File: config.mk
export PLATFORM = sky130hd
export DESIGN_NAME = bus_arbiter
export DESIGN_NICKNAME = d
export VERILOG_FILES = /design/src/rtl/bus_arbiter_pkg.sv /design/src/rtl/bus_master_mux.sv /design/src/rtl/bus_arbiter.sv
export SDC_FILE = /design/constraint.sdc
export NUM_CORES = 1
export LEC_CHECK = 0
export BUFFER_PORTS_ARGS = -buffer_cell sky130_fd_sc_hd__buf_2
export CAP_MARGIN = 20
export CORE_AREA = 2 2 131 133
export CTS_CLUSTER_SIZE = 8
export DETAILED_ROUTE_END_ITERATION = 6
export DIE_AREA = 0 0 133 135
export SKIP_CTS_REPAIR_TIMING = 1
export SLEW_MARGIN = 40
export SYNTH_ARGS = -nofsm -noshare
export SYNTH_HDL_FRONTEND = slang
export SYNTH_SLANG_ARGS = --single-unit
File: constraint.sdc
create_clock -name cpu_clk -period 2.6 [get_ports cpu_clk]
set_input_delay 0.26 -clock cpu_clk [delete_from_list [all_inputs] [get_ports cpu_clk]]
set_output_delay 0.26 -clock cpu_clk [all_outputs]
set_load 0.01 [all_outputs]
File: src/rtl/bus_arbiter_pkg.sv
// Shared types, idle-bus constant and round-robin search helper for the bus arbiter.
package bus_arbiter_pkg;

  localparam int BUS_ADDR_W = 30;
  localparam int BUS_DATA_W = 32;
  localparam int RR_MAX     = 8;
  localparam int RR_IDX_W   = 3;

  typedef enum logic {
    ARB_IDLE  = 1'b0,
    ARB_OWNED = 1'b1
  } arb_state_e;

  typedef struct packed {
    logic                  asn;
    logic                  rw;
    logic [BUS_ADDR_W-1:0] addr;
    logic [BUS_DATA_W-1:0] wdata;
  } bus_master_t;

  localparam bus_master_t BUS_IDLE = '{asn: 1'b1, rw: 1'b1, addr: '0, wdata: '0};

  typedef struct packed {
    logic                vld;
    logic [RR_IDX_W-1:0] idx;
  } rr_pick_t;

  // First active-low requester strictly after 'last', wrapping within 'num' masters.
  function automatic rr_pick_t rr_pick(input logic [RR_MAX-1:0]   reqn,
                                       input logic [RR_IDX_W-1:0] last,
                                       input int unsigned         num);
    rr_pick_t    res;
    int unsigned cand;
    res = '0;
    for (int unsigned i = 1; i <= RR_MAX; i++) begin
      cand = (32'(last) + i) % num;
      if (i <= num && !res.vld && !reqn[cand[RR_IDX_W-1:0]]) begin
        res.vld = 1'b1;
        res.idx = cand[RR_IDX_W-1:0];
      end
    end
    return res;
  endfunction

endpackage

File: src/rtl/bus_master_mux.sv
// Owner-select mux onto the shared bus; drives the idle-bus values when nobody owns it.
module bus_master_mux
  import bus_arbiter_pkg::*;
#(
  parameter int NUM_MASTERS = 4,
  parameter int IDX_W       = 2
) (
  input  logic [NUM_MASTERS-1:0] m_asn,
  input  logic [NUM_MASTERS-1:0] m_rw,
  input  logic [BUS_ADDR_W-1:0]  m_addr  [NUM_MASTERS],
  input  logic [BUS_DATA_W-1:0]  m_wdata [NUM_MASTERS],
  input  logic [IDX_W-1:0]       owner,
  input  logic                   owner_vld,
  output bus_master_t            bus
);

  always_comb begin
    bus = BUS_IDLE;
    if (owner_vld) begin
      bus.asn   = m_asn[owner];
      bus.rw    = m_rw[owner];
      bus.addr  = m_addr[owner];
      bus.wdata = m_wdata[owner];
    end
  end

endmodule

File: src/rtl/bus_arbiter.sv
// Round-robin shared-bus arbiter: registered active-low grants plus owner-steered bus mux.
//
// state     | meaning
// ARB_IDLE  | no grant; first requester after 'last' is granted next cycle
// ARB_OWNED | owner holds the bus until it releases; handover is gapless
module bus_arbiter
  import bus_arbiter_pkg::*;
#(
  parameter  int NUM_MASTERS = 4,
  parameter  int ADDR_W      = BUS_ADDR_W,
  parameter  int DATA_W      = BUS_DATA_W,
  localparam int IDX_W       = $clog2(NUM_MASTERS)
) (
  input  logic                   cpu_clk,
  input  logic                   cpu_rstn,
  input  logic [NUM_MASTERS-1:0] m_reqn,
  output logic [NUM_MASTERS-1:0] m_grntn,
  input  logic [NUM_MASTERS-1:0] m_asn,
  input  logic [NUM_MASTERS-1:0] m_rw,
  input  logic [ADDR_W-1:0]      m_addr  [NUM_MASTERS],
  input  logic [DATA_W-1:0]      m_wdata [NUM_MASTERS],
  output logic                   s_asn,
  output logic                   s_rw,
  output logic [ADDR_W-1:0]      s_addr,
  output logic [DATA_W-1:0]      s_wdata,
  output logic [IDX_W-1:0]       owner,
  output logic                   owner_vld
);

  arb_state_e             state_q, state_d;
  logic [IDX_W-1:0]       owner_q, owner_d;
  logic [IDX_W-1:0]       last_q, last_d;
  logic [NUM_MASTERS-1:0] grntn_q, grntn_d;
  logic [RR_MAX-1:0]      reqn_ext;
  rr_pick_t               pick;
  bus_master_t            bus;

  always_comb begin
    reqn_ext = '1;
    reqn_ext[NUM_MASTERS-1:0] = m_reqn;
    // While owned, last_q equals owner_q, so this searches from owner+1.
    pick = rr_pick(reqn_ext, RR_IDX_W'(last_q), NUM_MASTERS);

    state_d = state_q;
    owner_d = owner_q;
    last_d  = last_q;
    grntn_d = grntn_q;

    case (state_q)
      ARB_IDLE: begin
        if (pick.vld) begin
          state_d = ARB_OWNED;
          owner_d = IDX_W'(pick.idx);
          last_d  = IDX_W'(pick.idx);
          grntn_d = ~(NUM_MASTERS'(1) << pick.idx);
        end
      end
      ARB_OWNED: begin
        if (m_reqn[owner_q]) begin
          if (pick.vld) begin
            owner_d = IDX_W'(pick.idx);
            last_d  = IDX_W'(pick.idx);
            grntn_d = ~(NUM_MASTERS'(1) << pick.idx);
          end else begin
            state_d = ARB_IDLE;
            grntn_d = '1;
          end
        end
      end
      default: begin
        state_d = ARB_IDLE;
        grntn_d = '1;
      end
    endcase
  end

  always_ff @(posedge cpu_clk or negedge cpu_rstn) begin
    if (!cpu_rstn) begin
      state_q <= ARB_IDLE;
      owner_q <= '0;
      last_q  <= IDX_W'(NUM_MASTERS - 1);
      grntn_q <= '1;
    end else begin
      state_q <= state_d;
      owner_q <= owner_d;
      last_q  <= last_d;
      grntn_q <= grntn_d;
    end
  end

  assign m_grntn   = grntn_q;
  assign owner     = owner_q;
  assign owner_vld = (state_q == ARB_OWNED);

  bus_master_mux #(
    .NUM_MASTERS(NUM_MASTERS),
    .IDX_W      (IDX_W)
  ) u_mux (
    .m_asn    (m_asn),
    .m_rw     (m_rw),
    .m_addr   (m_addr),
    .m_wdata  (m_wdata),
    .owner    (owner_q),
    .owner_vld(owner_vld),
    .bus      (bus)
  );

  assign s_asn   = bus.asn;
  assign s_rw    = bus.rw;
  assign s_addr  = bus.addr;
  assign s_wdata = bus.wdata;

endmodule
* After elaboration in Yosys (flattened, before gate mapping) *
Cells that the tools add are included.

cells by class
  add/subtract/negate cells = 4
  $lt $le $gt $ge = 6
  equality and inequality tests = 2
  shift operators = 1
  muxes and demuxes = 38
  bitwise logic cells = 3
  reductions and logical operators = 10

operators by type and width
  kind                                                                  count
  32-bit binary-select mux with 2-bit select                            1
  32-bit two-way mux                                                    2
  64-bit two-way mux                                                    1
  30-bit binary-select mux with 2-bit select                            1
  30-bit two-way mux                                                    2
  4-bit two-way mux                                                     7
  2-bit by 4-bit < comparator with 1-bit output, second input constant  4
  1-bit binary-select mux with 2-bit select                             7
  1-bit two-way mux                                                     9
  2-bit two-way mux                                                     4
  2-bit one-hot mux with 2 select lines                                 2
  4-bit one-hot mux with 2 select lines                                 1
  1-bit zero test                                                       6
  2-bit by 1-bit adder with 2-bit output, second input constant         2
  2-bit adder, second input constant                                    2
  4-bit inverter                                                        1
  1-bit by 3-bit left shift with 4-bit output, first input constant     1
  3-bit >= comparator, second input constant                            1
  1-bit logical AND                                                     3
  2-bit by 3-bit < comparator with 1-bit output, second input constant  1
  2-bit inverter with 3-bit output                                      1
  2-bit by 1-bit != test with 1-bit output, second input constant       1
  2-bit != test, second input constant                                  1
  1-bit one-hot mux with 2 select lines                                 1
  other kinds (2)                                                       2

storage, ports and cells
  register bits after elaboration = 9
  input bits = 262
  output and inout bits = 71
  logic and storage cells = 68

* Longest topological paths before layout *
Gate-level depths: netlist of the first run.

  word-level depth = 18
  depth in mapped cells = 7
  depth with buffers taken out = 5

* By module *
Synthesis of the first run repeated with hierarchy kept, for this count alone.

unflattened totals
  cells, all modules = 273
  area total of the unflattened synthesis = 2546.2 um^2

modules (own cells, without submodules)
  module          times used  cells each  area an instance (um^2)  sequential area each (um^2)
  bus_master_mux  1           219         1958.1                   0.0
  bus_arbiter     1           54          588.1                    232.7

* Worst setup path before layout of the first run *
No wires, ideal clock.

  path type = reg2out
  from = register owner_q[0], in the netlist owner[0]
  to = output port s_addr[0]
  arrival time = 1547 ps
  required time = 2340 ps
  slack = 793 ps
  stages on the path, launching flop included = 6
  buffers on the path = 3
  cell sequence = dfrtp_1 buf_2 buf_6 buf_6 mux4_2 and2_1

between the ends
  longest elaborated chain between the ends = 5

ends and longest elaborated chain
  item                                                    RTL line              text
  from (decl)                                             bus_arbiter.sv:31     logic [IDX_W-1:0] owner_q, owner_d;
  from (signal assigned)                                  bus_arbiter.sv:85     owner_q <= owner_d;
  2-bit inverter with 3-bit output (implied by the code)  bus_master_mux.sv:22  bus.addr = m_addr[owner];
  30-bit binary-select mux with 2-bit select              bus_master_mux.sv:22
  30-bit two-way mux (implied by the code) (2 in series)  bus_master_mux.sv:22
  64-bit two-way mux                                      bus_master_mux.sv:19  if (owner_vld) begin
  to (decl)                                               bus_arbiter.sv:24     output logic [ADDR_W-1:0] s_addr,

No other way between the ends. The select of a mux whose other input is x is not followed.

* Worst setup path in the final report of the first run *
  from = register owner_q[0], in the netlist owner[0]
  to = output port s_wdata[28]

between the ends
  longest elaborated chain between the ends = 5

ends and longest elaborated chain
  item                                                    RTL line              text
  2-bit inverter with 3-bit output (implied by the code)  bus_master_mux.sv:23  bus.wdata = m_wdata[owner];
  32-bit binary-select mux with 2-bit select              bus_master_mux.sv:23
  32-bit two-way mux (implied by the code) (2 in series)  bus_master_mux.sv:23
  64-bit two-way mux                                      bus_master_mux.sv:19
  to (decl)                                               bus_arbiter.sv:25     output logic [DATA_W-1:0] s_wdata,

No other way between the ends. The select of a mux whose other input is x is not followed.

==> impl_metrics.env, run 1 <==
export IMPL_status="finished, final reports clean"
export IMPL_p_sw_mw=1.67
export IMPL_cts_sinks=9
export IMPL_yosysWarnings=0
export IMPL_post_place_ws_ps=687
export IMPL_grt_use_total=0.138
export IMPL_drc_errors=0
export IMPL_async_flop_share=1.00
export IMPL_worstPathRequired_ps=2340
export IMPL_clk_root_buffer_cell="clkbuf_16"
export IMPL_die_area_sq_um=18000
export IMPL_drtAntennaViolNets=0
export IMPL_postSynthAreaPerCell_sq_um=12.4
export IMPL_slew_headroom=0.635
export IMPL_r2r_slack_ps=710
export IMPL_area_growth_pct=78.7
export IMPL_cp_slowest_cell="mux4_2"
export IMPL_syn_inst=204
export IMPL_path_clk_slew_ps=40
export IMPL_final_layout_size_suffix_gt1_frac=0.807
export IMPL_crit_arrival_ps=1890
export IMPL_critPathCaptureType="output pin"
export IMPL_power_frac_clock=0.069
export IMPL_detailed_place_area_sq_um=4430
export IMPL_fp_dieW_um=133
export IMPL_cts_buffers=3
export IMPL_synth_flop_cell="dfstp_2"
export IMPL_synthDistinctLibCells=32
export IMPL_combPwrFrac=0.836
export IMPL_crit_chain="buf_12, mux4_2, and2_1, buf_2"
export IMPL_tns_ps=0
export IMPL_cp_startpoint="owner[0]$_DFFE_PN0P_"
export IMPL_postLayoutSetupSlackWorst_ps=447
export IMPL_grt_pass1_vias=3326
export IMPL_layout_commonest_cell="buf_2"
export IMPL_synth_edff_count=0
export IMPL_n_antenna_cell=0
export IMPL_start_kind="register"
export IMPL_cp_max_fo=43
export IMPL_vias=3266
export IMPL_std_cell_rows=47
export IMPL_die_y_um=135
export IMPL_ys_seq_area_frac=0.0921
export IMPL_seqPwrFrac=0.095
export IMPL_drt_iter0_markers=142
export IMPL_r2r_cells=5
export IMPL_wl_per_cell_um=17.9
export IMPL_grt_pass1_wl_um=19200
export IMPL_core_area_sq_um=16400
export IMPL_overflow=0
export IMPL_final_cell_count_no_fill=743
export IMPL_hold_path_class="input pin to register"
export IMPL_ys_ff_latch=9
export IMPL_viasPerCell=4.40
export IMPL_grt_antenna_before_repair=2
export IMPL_nets=786
export IMPL_drt_total_wl_um=13300
export IMPL_port_buffers=332
export IMPL_p_per_area_nw_per_um2=882
export IMPL_criticalPathCategory="register to output pin"
export IMPL_ir_drop_mv=0.428
export IMPL_fin_skew_ps=1.30
export IMPL_layout_common_cells="buf_2 (332), mux4_2 (65), and2_1 (62)"
export IMPL_ios=333
export IMPL_r2r_start="owner[1]$_DFFE_PN0P_"
export IMPL_maxSlewViolCount=0
export IMPL_grt_max_degree=44
export IMPL_cp_endpoint="s_wdata[28]"
export IMPL_period_share=0.828
export IMPL_p_total_mw=3.98
export IMPL_maxCapViolCount=0
export IMPL_dp_cells=738
export IMPL_h_tree_depth=1
export IMPL_place_congestion=0.890
export IMPL_stdcell_area_sq_um=4510
export IMPL_p_int_mw=2.31
export IMPL_whs_ps=384
export IMPL_syn_nets=466
export IMPL_max_stage_delay_ps=550
export IMPL_start_util=0.154
export IMPL_r2r_end="owner[0]$_DFFE_PN0P_"
export IMPL_fmax_ghz=0.464
export IMPL_clkLatencyLatePin_ps=240
export IMPL_final_util=0.275
export IMPL_swShare=0.420
export IMPL_cts_tree="done"
export IMPL_dpl_hpwl_um=11600
export IMPL_fin_crit_ps=2150
export IMPL_tightest_slew_ps=547
export IMPL_dr_pass1_iters=4
export IMPL_synthesis_area_sq_um=2530
export IMPL_hold_violations=0
export IMPL_rsz0062_at_grt="false"
export IMPL_ctsLongestPathBuffers=2
export IMPL_finalSetupViolCount=0
export IMPL_leakage_nw=2.17
cells in the mapped netlist (2+ instances only):
master / n / area [sq um]
and2_1: 62 / 388
mux4_2: 65 / 1460
nand2b_1: 3 / 18.8
buf_2: 8 / 40.0
o32ai_1: 2 / 17.5
o22ai_1: 3 / 18.8
nor3b_1: 2 / 15.0
nor2_1: 2 / 7.51
dfstp_2: 6 / 158
clkbuf_1: 10 / 37.5
o21ai_0: 3 / 15.0
dfrtp_1: 3 / 75.1
a21o_1: 3 / 22.5
a21oi_1: 2 / 10.0
nand2_1: 7 / 26.3
a21oi_2: 2 / 17.5
inv_1: 2 / 7.51
buf_6: 5 / 56.3
layout make-up:
type                       count  area [sq um]
clock buffer                   4          78.8
fill                        1778         11900
inverter                       2          7.51
multi-input combinational    170          2150
sequential                     9           241
tap                          220           275
timing repair buffer         338          1760
power by group through the flow:
stage	Combinational (mW)	Sequential [mW]	Clock (mW)
2_1_floorplan	2.36	0.287	0
3_3_place_gp	3.33	0.378	0
3_5_place_dp	3.36	0.385	0
4_1_cts	3.37	0.384	0.282
5_1_grt	3.59	0.396	0.291
6_report	3.33	0.378	0.276
worst max-delay path, delay by kind of cell (launching register included):
kind | cells | cell delay [ps]
muxes | 1 | 550
and+or+nand+nor | 1 | 190
buffers and inverters | 2 | 410
DFF | 1 | 430
state kept, by name, summed over array words and instances, names as in the netlist:
| signal | count |
|---|---|
| m_grntn | 4 |
| last_q | 2 |
| owner | 2 |
| owner_vld | 1 |
cells by family after synthesis:
kind of cell	count (synthesis)	synth area share
buf+inv	25	0.0560
compound gates	19	0.0584
mux	67	0.588
flops	9	0.0921
simple gates	84	0.206
routing by layer:
layer	global-route usage	vias to the layer above	share of wire
li1	-	1463	-
met1	0.173	1603	0.39
met2	0.252	185	0.52
met3	0.0289	11	0.079
met4	0.0119	4	0.0047
met5	0	-	0.0023
worst min-delay path by stage:
stage	startpoint	cells after the start	endpoint	slack, ps
global route	cpu_rstn	2	owner[1]$_DFFE_PN0P_	420
CTS	cpu_rstn	1	owner[1]$_DFFE_PN0P_	-120
finish	m_reqn[1]	2	owner_vld$_DFF_PN0_	380
detailed placement	cpu_rstn	1	owner[1]$_DFFE_PN0P_	130
global placement	cpu_rstn	1	owner[1]$_DFFE_PN0P_	120
floorplan	cpu_rstn	0	owner[0]$_DFFE_PN0P_	-40
Power figures use the tool's default switching activity.
==> inputs of run 2 (changes only) <==
- CORE_AREA: 2 2 131 133 -> 2 2 129 131
- DIE_AREA: 0 0 133 135 -> 0 0 131 133
- clock period: 2.6 -> 1.8 ns (I/O delays scaled with it)
==> impl_metrics.env, run 2 (synthesized netlist as in run 1, its figures left out) <==
export IMPL_status="complete, but fails checks"
export IMPL_violations="setup timing"
export IMPL_grt_max_degree=37
export IMPL_wl_per_cell_um=19.0
export IMPL_grt_pass1_vias=3398
export IMPL_dpl_hpwl_um=11100
export IMPL_cp_max_fo=5
export IMPL_grt_use_total=0.136
export IMPL_drtAntennaViolNets=0
export IMPL_criticalPathCategory="register to output pin"
export IMPL_grt_util_met1=0.160
export IMPL_hold_path_class="input pin to asynchronous set/reset pin"
export IMPL_nets=800
export IMPL_largest_register_ffs=4
export IMPL_drc_errors=0
export IMPL_cp_slowest_cell="dfrtp_4"
export IMPL_worstPathRequired_ps=1620
export IMPL_std_cell_rows=47
export IMPL_critPathCaptureType="output pin"
export IMPL_ir_drop_mv=0.684
export IMPL_tightest_slew_ps=372
export IMPL_final_cell_count_no_fill=758
export IMPL_grt_antenna_before_repair=2
export IMPL_crit_chain="buf_12, buf_16, mux4_2, and2_4, buf_6"
export IMPL_cts_sinks=9
export IMPL_start_kind="register"
export IMPL_place_congestion=0.933
export IMPL_post_place_ws_ps=-56.3
export IMPL_path_clk_slew_ps=40
export IMPL_ctsLongestPathBuffers=2
export IMPL_p_total_mw=7.95
export IMPL_cts_buffers=3
export IMPL_rsz0062_at_grt="true"
export IMPL_p_per_area_nw_per_um2=1510
export IMPL_clkLatencyLatePin_ps=240
export IMPL_crit_arrival_ps=1800
export IMPL_maxCapViolCount=0
export IMPL_area_growth_pct=108
export IMPL_slew_headroom=0.752
export IMPL_finalSetupViolCount=67
export IMPL_met2_usage=0.246
export IMPL_die_y_um=133
export IMPL_period_share=1.10
export IMPL_final_util=0.325
export IMPL_final_layout_size_suffix_gt1_frac=0.899
export IMPL_drt_total_wl_um=14400
export IMPL_hold_violations=0
export IMPL_die_area_sq_um=17400
export IMPL_viasPerCell=4.44
export IMPL_dp_cells=739
export IMPL_h_tree_depth=1
export IMPL_core_area_sq_um=16200
export IMPL_drt_iter0_markers=95
export IMPL_dr_pass1_iters=4
export IMPL_layout_commonest_cell="buf_2"
export IMPL_fin_crit_ps=1980
export IMPL_max_stage_delay_ps=490
export IMPL_ios=333
export IMPL_gr_max_usage_layer="met2"
export IMPL_cts_tree="done"
export IMPL_maxSlewViolCount=0
export IMPL_vias=3364
export IMPL_fmax_ghz=0.504
export IMPL_clk_root_buffer_cell="clkbuf_16"
export IMPL_port_buffers=332
export IMPL_fin_skew_ps=3.20
export IMPL_layout_common_cells="buf_2 (285), mux4_2 (65), buf_6 (48)"
export IMPL_overflow=0
export IMPL_gr_usage_met3=0.0348
export IMPL_postLayoutSetupSlackWorst_ps=-183
export IMPL_whs_ps=320
export IMPL_grt_pass1_wl_um=18300
export IMPL_start_util=0.156
export IMPL_fp_dieW_um=131
export IMPL_leakage_nw=2.53
run 2: area by class of cell:
| class | instances | area [sq um] |
|---|---|---|
| inverters | 2 | 7.51 |
| repair buffers | 352 | 2360 |
| flip-flops and latches | 9 | 239 |
| diodes | 1 | 2.50 |
| clock buffers | 4 | 78.8 |
| well taps | 220 | 275 |
| multi-input cells | 170 | 2300 |
| fillers | 1645 | 10900 |
run 2: metal layers:
layer,part of all wire,up-vias
met5,0.0011,-
met4,0.019,2
li1,-,1496
met2,0.51,195
met3,0.092,15
met1,0.37,1656
run 2: critical path: cells and delay by family (launching register included):
kind	cells	cell delay [ps]
DFF	1	490
buffers and inverters	3	420
and+or+nand+nor	1	170
muxes	1	480
run 2: per-stage QoR:
step / TNS, ps / instance area, sq um
2_1_floorplan: 0 / 2530
3_3_place_gp: -108 / 4440
3_5_place_dp: -96.2 / 4440
4_1_cts: -13320 / 4520
5_1_grt: -12480 / 5260
6_report: -9440 / 5260
run 2: power by group:
group / total [mW] / switching [mW] / internal (mW)
clock: 0.405 / 0.108 / 0.297
combinational: 7.11 / 2.72 / 4.39
sequential: 0.438 / 0.0997 / 0.338
run 2: final timing paths:
check	from	endpoint	cells past startpoint	slack, ps
min reg2reg	last_q[1]$_DFFE_PN1P_	last_q[1]$_DFFE_PN1P_	2	510
min	cpu_rstn	owner_vld$_DFF_PN0_	2	320
max reg2reg	owner[0]$_DFFE_PN0P_	owner[0]$_DFFE_PN0P_	8	-60
min in group cpu_clk	m_reqn[1]	owner_vld$_DFF_PN0_	2	340
max in group asynchronous	cpu_rstn	last_q[1]$_DFFE_PN1P_	2	1230
max	owner[0]$_DFFE_PN0P_	s_wdata[2]	5	-180
